### src/rtl/debounce_pkg.sv
// Shared types for the pin-input debouncer: FSM state encoding and the
// mapping from the configured idle level to the matching reset state.
package debounce_pkg;

    typedef enum logic [1:0] {
        STABLE_LO,
        PEND_HI,
        STABLE_HI,
        PEND_LO
    } deb_state_t;

    function automatic deb_state_t reset_state(input logic init_level);
        return init_level ? STABLE_HI : STABLE_LO;
    endfunction

endpackage

### src/rtl/sync_chain.sv
// Plain flop chain that brings an asynchronous pin into the clk domain.
// No logic between stages so the tool can treat it as a metastability chain.
module sync_chain #(
    parameter int STAGES = 2,
    parameter bit INIT   = 1'b0
) (
    input  logic clk,
    input  logic reset,
    input  logic d,
    output logic q
);

    logic [STAGES-1:0] ff_q;

    always_ff @(posedge clk or negedge reset) begin
        if (!reset) begin
            ff_q <= {STAGES{INIT}};
        end else begin
            ff_q <= {ff_q[STAGES-2:0], d};
        end
    end

    assign q = ff_q[STAGES-1];

endmodule

### src/rtl/signal_debouncer.sv
// Debounces an asynchronous pin: synchronize, then accept a level change only
// after STABLE_CYCLES agreeing samples. Emits edge strobes and counts glitches.
module signal_debouncer
    import debounce_pkg::*;
#(
    parameter int SYNC_STAGES   = 2,
    parameter int STABLE_CYCLES = 4,
    parameter bit INIT_LEVEL    = 1'b0,
    parameter int GLITCH_WIDTH  = 16
) (
    input  logic                    clk,
    input  logic                    reset,
    input  logic                    raw_in,
    input  logic                    clear_glitches,
    output logic                    clean_level,
    output logic                    rise_pulse,
    output logic                    fall_pulse,
    output logic [GLITCH_WIDTH-1:0] glitch_count
);

    localparam int            CW       = $clog2(STABLE_CYCLES);
    localparam logic [CW-1:0] CNT_ONE  = CW'(1);
    localparam logic [CW-1:0] CNT_LAST = CW'(STABLE_CYCLES - 1);

    logic s;

    sync_chain #(
        .STAGES (SYNC_STAGES),
        .INIT   (INIT_LEVEL)
    ) u_sync (
        .clk   (clk),
        .reset (reset),
        .d     (raw_in),
        .q     (s)
    );

    deb_state_t        state_q;
    logic [CW-1:0]     cnt_q;
    logic              clean_q;
    logic              rise_q;
    logic              fall_q;

    always_ff @(posedge clk or negedge reset) begin
        if (!reset) begin
            state_q <= reset_state(INIT_LEVEL);
            cnt_q   <= '0;
            clean_q <= INIT_LEVEL;
            rise_q  <= 1'b0;
            fall_q  <= 1'b0;
        end else begin
            rise_q <= 1'b0;
            fall_q <= 1'b0;
            case (state_q)
                STABLE_LO: begin
                    if (s) begin
                        state_q <= PEND_HI;
                        cnt_q   <= CNT_ONE;
                    end
                end
                PEND_HI: begin
                    if (!s) begin
                        state_q <= STABLE_LO;
                        cnt_q   <= '0;
                    end else if (cnt_q == CNT_LAST) begin
                        state_q <= STABLE_HI;
                        cnt_q   <= '0;
                        clean_q <= 1'b1;
                        rise_q  <= 1'b1;
                    end else begin
                        cnt_q <= cnt_q + 1'b1;
                    end
                end
                STABLE_HI: begin
                    if (!s) begin
                        state_q <= PEND_LO;
                        cnt_q   <= CNT_ONE;
                    end
                end
                PEND_LO: begin
                    if (s) begin
                        state_q <= STABLE_HI;
                        cnt_q   <= '0;
                    end else if (cnt_q == CNT_LAST) begin
                        state_q <= STABLE_LO;
                        cnt_q   <= '0;
                        clean_q <= 1'b0;
                        fall_q  <= 1'b1;
                    end else begin
                        cnt_q <= cnt_q + 1'b1;
                    end
                end
                default: begin
                    state_q <= reset_state(INIT_LEVEL);
                    cnt_q   <= '0;
                end
            endcase
        end
    end

    // A glitch is a pending change abandoned because s fell back to the old level.
    logic glitch_evt;
    assign glitch_evt = ((state_q == PEND_HI) && !s) || ((state_q == PEND_LO) && s);

    logic [GLITCH_WIDTH-1:0] glitch_d, glitch_q;

    always_comb begin
        glitch_d = glitch_q;
        if (clear_glitches) begin
            glitch_d = '0;
        end else if (glitch_evt && (glitch_q != '1)) begin
            glitch_d = glitch_q + 1'b1;
        end
    end

    always_ff @(posedge clk or negedge reset) begin
        if (!reset) begin
            glitch_q <= '0;
        end else begin
            glitch_q <= glitch_d;
        end
    end

    assign clean_level  = clean_q;
    assign rise_pulse   = rise_q;
    assign fall_pulse   = fall_q;
    assign glitch_count = glitch_q;

endmodule

### config.mk
export PLATFORM = sky130hd
export DESIGN_NAME = signal_debouncer
export DESIGN_NICKNAME = d
export VERILOG_FILES = /design/src/rtl/debounce_pkg.sv /design/src/rtl/sync_chain.sv /design/src/rtl/signal_debouncer.sv
export SDC_FILE = /design/constraint.sdc
export NUM_CORES = 1
export LEC_CHECK = 0
export CORE_MARGIN = 2
export CORE_UTILIZATION = 46
export DETAILED_ROUTE_END_ITERATION = 10
export GPL_TIMING_DRIVEN = 0
export PLACE_DENSITY = 0.74
export SLEW_MARGIN = 30
export SYNTH_ARGS = -nofsm -noshare
export SYNTH_HDL_FRONTEND = slang
export SYNTH_SLANG_ARGS = --single-unit
### constraint.sdc
create_clock -name clk -period 1.7 [get_ports clk]
set_input_delay 0.34 -clock clk [delete_from_list [all_inputs] [get_ports clk]]
set_output_delay 0.34 -clock clk [all_outputs]
set_load 0.03 [all_outputs]
==> flow_summary_export.csv, run 1 <==
group,metric,value,unit
flow_run,drv_cap,0,
timing,drv_slew,0,
die,io_pins,23,
setup_path,reg2reg_depth,5,
setup_path,crit-reg2reg-launch,"glitch_count[11]",
hold_path,holdPathStages,2,
drt,drc,0,
global_route,grt_pass1_wl,4860,um
final_layout,antennaDiodeCount,0,
die,die_height,56.6,um
cts,worstSkewPairLatency,340,ps
synth,ys.flop_type,"dfrtp_1",
cts,clkSinkCount,25,
timing,finalCritPeriodShare,101,%
hold_path,hold_path.class,"in -> reg",
timing,max_freq,584,MHz
placement,io_buffers,21,
setup_path,cp.required,1920,ps
drt,firstDrtPassIters,4,
synth,synthesis.nets,126,
power_and_ir_drop,p_int,0.989,mW
synth,synthArstFlopShare,100,%
status,outcome,"complete, but fails checks",
power_and_ir_drop,sequentialPowerShare,48.5,%
drt,met1Wirelength,1220,um
global_route,grt_pass1_vias,1064,
drt,drt-vias-per-instance,5.54,
power_and_ir_drop,power_density,865,mW/mm^2
timing,worstMarginPinSlew,550,ps
drt,detail-route-antenna-nets,0,
final_layout,stdcell_area,0.00178,sq mm
final_layout,drive_gt1_share,32.9,%
cts,cts_buffers,3,
final_layout,fill_cells,209,
synth,synth_seq_area_share,49.2,%
final_layout,layout_common_cells,"dlygate4sd2_1, nor2_1, buf_4",
drt,wl_met2,1570,um
synth,syn_inst,120,
timing,rsz0062_at_grt,"yes",
timing,skew,9.71,ps
setup_path,slowest_delay,590,ps
die,coreArea,0.00269,sq mm
setup_path,cp.buffers_inverters,0,
power_and_ir_drop,switching_share,35.8,%
setup_path,reg2reg_slack,-10,ps
timing,min_period,1710,ps
die,die_x,56.6,um
hold_path,min_to,"glitch_count[13]",
setup_path,arrival,1930,ps
setup_path,cp-start-kind,"flop",
drt,drtIter0Drc,29,
global_route,grt_max_degree,26,
global_route,grt-ovfl-total,0,
synth,avgSynthCellArea,10.6,sq um
placement,dp_hpwl,1860,um
setup_path,rr_endpoint,"glitch_count[15]",
timing,finalWorstSetupSlack,-13.8,ps
setup_path,path_class,"reg -> reg",
power_and_ir_drop,clockPowerShare,18.6,%
synth,synthesis.area,0.00127,sq mm
power_and_ir_drop,ir_drop,611,uV
setup_path,path_delay_family,"simple AND/OR/NAND/NOR gates",
synth,yosysUniqueCellTypes,32,
final_layout,layout.nets,168,
power_and_ir_drop,power.switching,0.551,mW
status,violations,"setup timing",
setup_path,endpoint_kind,"flop",
setup_path,cp_max_fo,4,
cts,clk_path_buf_depth,2,
die,die_area,0.00320,sq mm
drt,via_count,1064,
synth,yosys_warnings,0,
drt,drt_wl_total,2950,um
drt,wire_per_inst,15.4,um
final_layout,layout_commonest_cell,"dlygate4sd2_1",
placement,gp_congestion,0.820,
drt,route.met3.wl,110,um
power_and_ir_drop,p_comb_share,32.9,%
synth,synth_edf_count,0,
setup_path,cp_slowest_cell,"or4_4",
timing,final_hold_viol_count,0,
cts,cts_tree,"done",
die,start_util,47.3,%
hold_path,hold_start,"clear_glitches",
setup_path,path_cells,"nand4_1 -> or4_4 -> nor3_4 -> mux2i_1 -> nor2_1",
cts,clk_root_buffer_cell,"clkbuf_4",
final_layout,syn_to_final_growth,40.1,%
global_route,grt_usage,19.3,%
cts,cts.clk_slew.worst_paths,150,ps
global_route,antenna_found_initial,0,
die,placementRows,19,
power_and_ir_drop,power,1.54,mW
cts,htreeDepth,1,
drt,highest_layer,"met4",
synth,yosys_register_bits,25,
placement,placed_area,0.00155,sq mm
timing,setup_violations,2,
timing,slew_headroom,63.3,%
power_and_ir_drop,power.leakage,0.750,nW
## logic make-up (layout without fill, tap and decap cells)
family	count (synthesis)	count (layout)	share of synthesized area, %
multiplexers	3	3	2.46
adder cells (fa/ha/maj)	2	2	1.97
AND/OR/NAND/NOR	50	50	20.0
XOR/XNOR	15	15	10.9
flip-flops	25	25	49.2
AO/OA/AOI/OAI	16	16	12.4
buffers and inverters	9	50	3.05
## power by group through the flow
stage | sequential (mW) | combinational [mW] | clock (mW)
floorplan | 0.799 | 0.229 | 0
global placement | 0.755 | 0.383 | 0
detailed placement | 0.761 | 0.396 | 0
CTS | 0.740 | 0.452 | 0.292
global route | 0.758 | 0.560 | 0.313
finish | 0.747 | 0.506 | 0.286
## cell usage after synthesis, drive strengths merged (2+ instances only)
| cell type | instances | share of area (%) |
|---|---|---|
| mux2i | 2 | 1.6 |
| buf | 3 | 1.3 |
| xnor2 | 15 | 11 |
| dfrtp | 25 | 49 |
| nor2 | 16 | 4.7 |
| ha | 2 | 2.0 |
| or2 | 2 | 0.98 |
| and3 | 2 | 0.98 |
| a2111oi | 5 | 6.9 |
| a21oi | 4 | 1.6 |
| nor4 | 2 | 0.98 |
| nand2 | 9 | 2.7 |
| nand3 | 7 | 2.8 |
| inv | 5 | 1.5 |
| nand4 | 3 | 1.5 |
| nor3 | 3 | 1.6 |
| a211oi | 4 | 2.4 |
| nor3b | 2 | 1.2 |
## sequential cells by signal (all words and copies together) (netlist names), named ones only
signal,cells
clean_level,1
glitch_count,16
state_q,1
rise_pulse,1
cnt_q,2
u_sync.ff_q,2
fall_pulse,1
## worst max-delay path by stage
stage,from,to,slack (ps),cells past startpoint
after detailed placement,glitch_count[8],glitch_count[1],-160,6
final,glitch_count[11],glitch_count[15],-10,5
after global routing,glitch_count[11],glitch_count[15],-110,5
after global placement,glitch_count[8],glitch_count[0],-110,6
after CTS,glitch_count[11],glitch_count[9],-1,7
after floorplan,glitch_count[8],glitch_count[15],-60,5
## worst reg2reg max path: cells and delay by family, from the launching register on
kind | cells | cell delay (ps)
DFF | 1 | 420
muxes | 1 | 230
and+or+nand+nor | 4 | 950
## metal layers
layer  up-vias  global-route usage [%]
li1        499                       -
met1       536                    25.4
met2        24                    32.1
met3         5                    2.53
met4         0                    7.82
met5         -                       0
## what timing repair did
item	4_1_cts	5_1_grt
hold buffers	1	0
setup endpoints to repair	34	15
setup buffers	10	5
pin swaps	4	9
gates resized for setup	25	11
hold endpoints to repair	25	0
## final cells by class
| type | count | area (sq um) | share of cell area (%) |
|---|---|---|---|
| plain buffers | 4 | 30.0 | 1.69 |
| flip-flops and latches | 25 | 639 | 35.9 |
| repair buffers | 37 | 304 | 17.1 |
| multi-input cells | 86 | 719 | 40.4 |
| well taps | 31 | 38.8 | 2.18 |
| clock buffers | 3 | 22.5 | 1.26 |
| clock inverters | 1 | 7.51 | 0.422 |
| inverters | 5 | 18.8 | 1.05 |
## stage by stage
step	utilization, %	hold slack (ps)	instances	setup slack [ps]	setup TNS (ps)
floorplan	-	44.4	120	-59.7	-306
global placement	57.8	336	172	-110	-1350
detailed placement	57.7	340	172	-162	-1490
CTS	62.7	314	187	-1.48	-1.48
global route	66.3	328	192	-108	-287
finish	66.3	315	192	-13.8	-20.0
(Power assumes the default switching activity.)
==> run 2: changes to the inputs <==
--- a/config.mk
+++ b/config.mk
@@ -6,10 +6,11 @@
 export NUM_CORES = 1
 export LEC_CHECK = 0
 export CORE_MARGIN = 2
-export CORE_UTILIZATION = 46
+export CORE_UTILIZATION = 55
 export DETAILED_ROUTE_END_ITERATION = 10
 export GPL_TIMING_DRIVEN = 0
-export PLACE_DENSITY = 0.74
+export PLACE_DENSITY = 0.83
+export SKIP_LAST_GASP = 1
 export SLEW_MARGIN = 30
 export SYNTH_ARGS = -nofsm -noshare
 export SYNTH_HDL_FRONTEND = slang
==> constraint.sdc (replaced) <==
create_clock -name clk -period 2.2 [get_ports clk]
set_input_delay 0.44 -clock clk [delete_from_list [all_inputs] [get_ports clk]]
set_output_delay 0.44 -clock clk [all_outputs]
set_load 0.03 [all_outputs]
==> flow_summary_export.csv, run 2 (synthesis results as in run 1) <==
group,metric,value,unit
setup_path,reg2reg_depth,6,
final_layout,syn_to_final_growth,21.1,%
drt,wire_per_inst,13.8,um
timing,hold_ws,75.3,ps
final_layout,antennaDiodeCount,0,
setup_path,cp_max_fo,8,
drt,drtIter0Drc,16,
drt,drt-vias-per-instance,5.74,
setup_path,path_class,"reg -> out",
die,io_pins,23,
die,placementRows,17,
die,die_x,52.1,um
placement,gp_congestion,0.867,
setup_path,path_cells,"clkdlybuf4s50_1",
drt,drt_wl_total,2390,um
final_layout,largest_reg_flops,16,
setup_path,cp.required,1760,ps
final_layout,layout_commonest_cell,"dfrtp_1",
hold_path,hold_path.class,"in -> async",
die,start_util,58.0,%
cts,cts_buffers,3,
status,outcome,"finished clean",
global_route,grt-ovfl-total,0,
setup_path,cp-start-kind,"flop",
timing,final_hold_viol_count,0,
setup_path,endpoint,"glitch_count[7]",
cts,cts_setup_buffers,0,
timing,slew_headroom,64.1,%
final_layout,layout_common_cells,"dfrtp_1, clkdlybuf4s50_1, nor2_1",
cts,clkSinkCount,25,
cts,clk_root_buffer_cell,"clkbuf_4",
drt,via_count,993,
cts,cts-resized-gates,0,
timing,rsz0062_at_grt,"no",
setup_path,cp-startpoint,"glitch_count[7]",
setup_path,slowest_delay,730,ps
timing,max_freq,492,MHz
setup_path,path_delay_family,"buffers and inverters",
drt,detail-route-antenna-nets,0,
timing,finalCritPeriodShare,92.4,%
global_route,grt_pass1_wl,4270,um
cts,hold_buffers,0,
timing,skew,4.50,ps
setup_path,crit-reg2reg-launch,"glitch_count[0]",
cts,htreeDepth,1,
timing,drv_slew,0,
final_layout,drive_gt1_share,12.4,%
placement,dp_hpwl,1790,um
final_layout,layout.nets,152,
setup_path,cp_slowest_cell,"clkdlybuf4s50_1",
drt,firstDrtPassIters,4,
cts,worstSkewPairLatency,320,ps
setup_path,cp.buffers_inverters,1,
timing,min_period,2030,ps
drt,drc,0,
flow_run,drv_cap,0,
final_layout,regArea,626,sq um
setup_path,cp.depth,1,
setup_path,endpoint_kind,"primary output",
timing,final.setup.tns,0,ps
die,die_area,0.00271,sq mm
final_layout,multi_input_area,607,sq um
placement,io_buffers,21,
power_and_ir_drop,power_density,707,mW/mm^2
cts,clk_path_buf_depth,2,
setup_path,reg2reg_slack,280,ps
timing,worstMarginPinSlew,538,ps
global_route,antenna_found_initial,0,
final_layout,fill_cells,168,
setup_path,rr_endpoint,"glitch_count[5]",
power_and_ir_drop,power.leakage,0.573,nW
cts,cts_tree,"done",
global_route,grt_max_degree,26,
power_and_ir_drop,ir_drop,671,uV
cts,cts.clk_slew.worst_paths,140,ps
global_route,grt_usage,21.1,%
setup_path,arrival,1590,ps
global_route,grt_pass1_vias,972,
die,coreArea,0.00219,sq mm
timing,setup_violations,0,
die,die_height,52.1,um
==> run 2: layout make-up <==
type	instances	area share (%)
clock inverter	1	0.325
buffer	4	1.30
timing repair buffer	21	13.3
tap	28	2.28
inverter	5	1.22
clock buffer	3	1.46
multi-input combinational	86	39.4
sequential	25	40.7
==> run 2: metrics by stage <==
step	util (%)	instance area (sq um)	instances	setup slack (ps)	power, mW
2_1_floorplan	-	1270	120	274	0.789
6_report	70.2	1540	173	168	1.09
5_1_grt	70.2	1540	173	104	1.15
3_3_place_gp	69.2	1520	169	310	0.872
3_5_place_dp	69.0	1510	169	305	0.892
4_1_cts	70.2	1540	173	161	1.10
==> run 2: metal layers <==
layer | vias to the layer above | part of all wire [%] | global-route usage [%]
met5 | - | 0 | 0
met3 | 4 | 2.1 | 2.59
met1 | 503 | 45 | 27.1
li1 | 473 | - | -
met2 | 13 | 51 | 35.2
met4 | 0 | 1.4 | 10.1
==> run 2: how the worst min path moves through the flow <==
| stage | start | to | slack [ps] | cells past startpoint |
|---|---|---|---|---|
| 6_report | reset | glitch_count[14] | 80 | 1 |
| 3_5_place_dp | u_sync.ff_q[0] | u_sync.ff_q[1] | 350 | 0 |
| 2_1_floorplan | reset | asynchronous set/reset pin | 140 | 0 |
| 3_3_place_gp | u_sync.ff_q[0] | u_sync.ff_q[1] | 340 | 0 |
| 5_1_grt | reset | glitch_count[14] | 110 | 1 |
| 4_1_cts | reset | glitch_count[12] | 90 | 1 |
==> run 2: power by group <==
group          total, mW  switching (mW)  internal (mW)
Combinational      0.299           0.172          0.126
Clock              0.209           0.141         0.0682
Sequential         0.580          0.0641          0.515
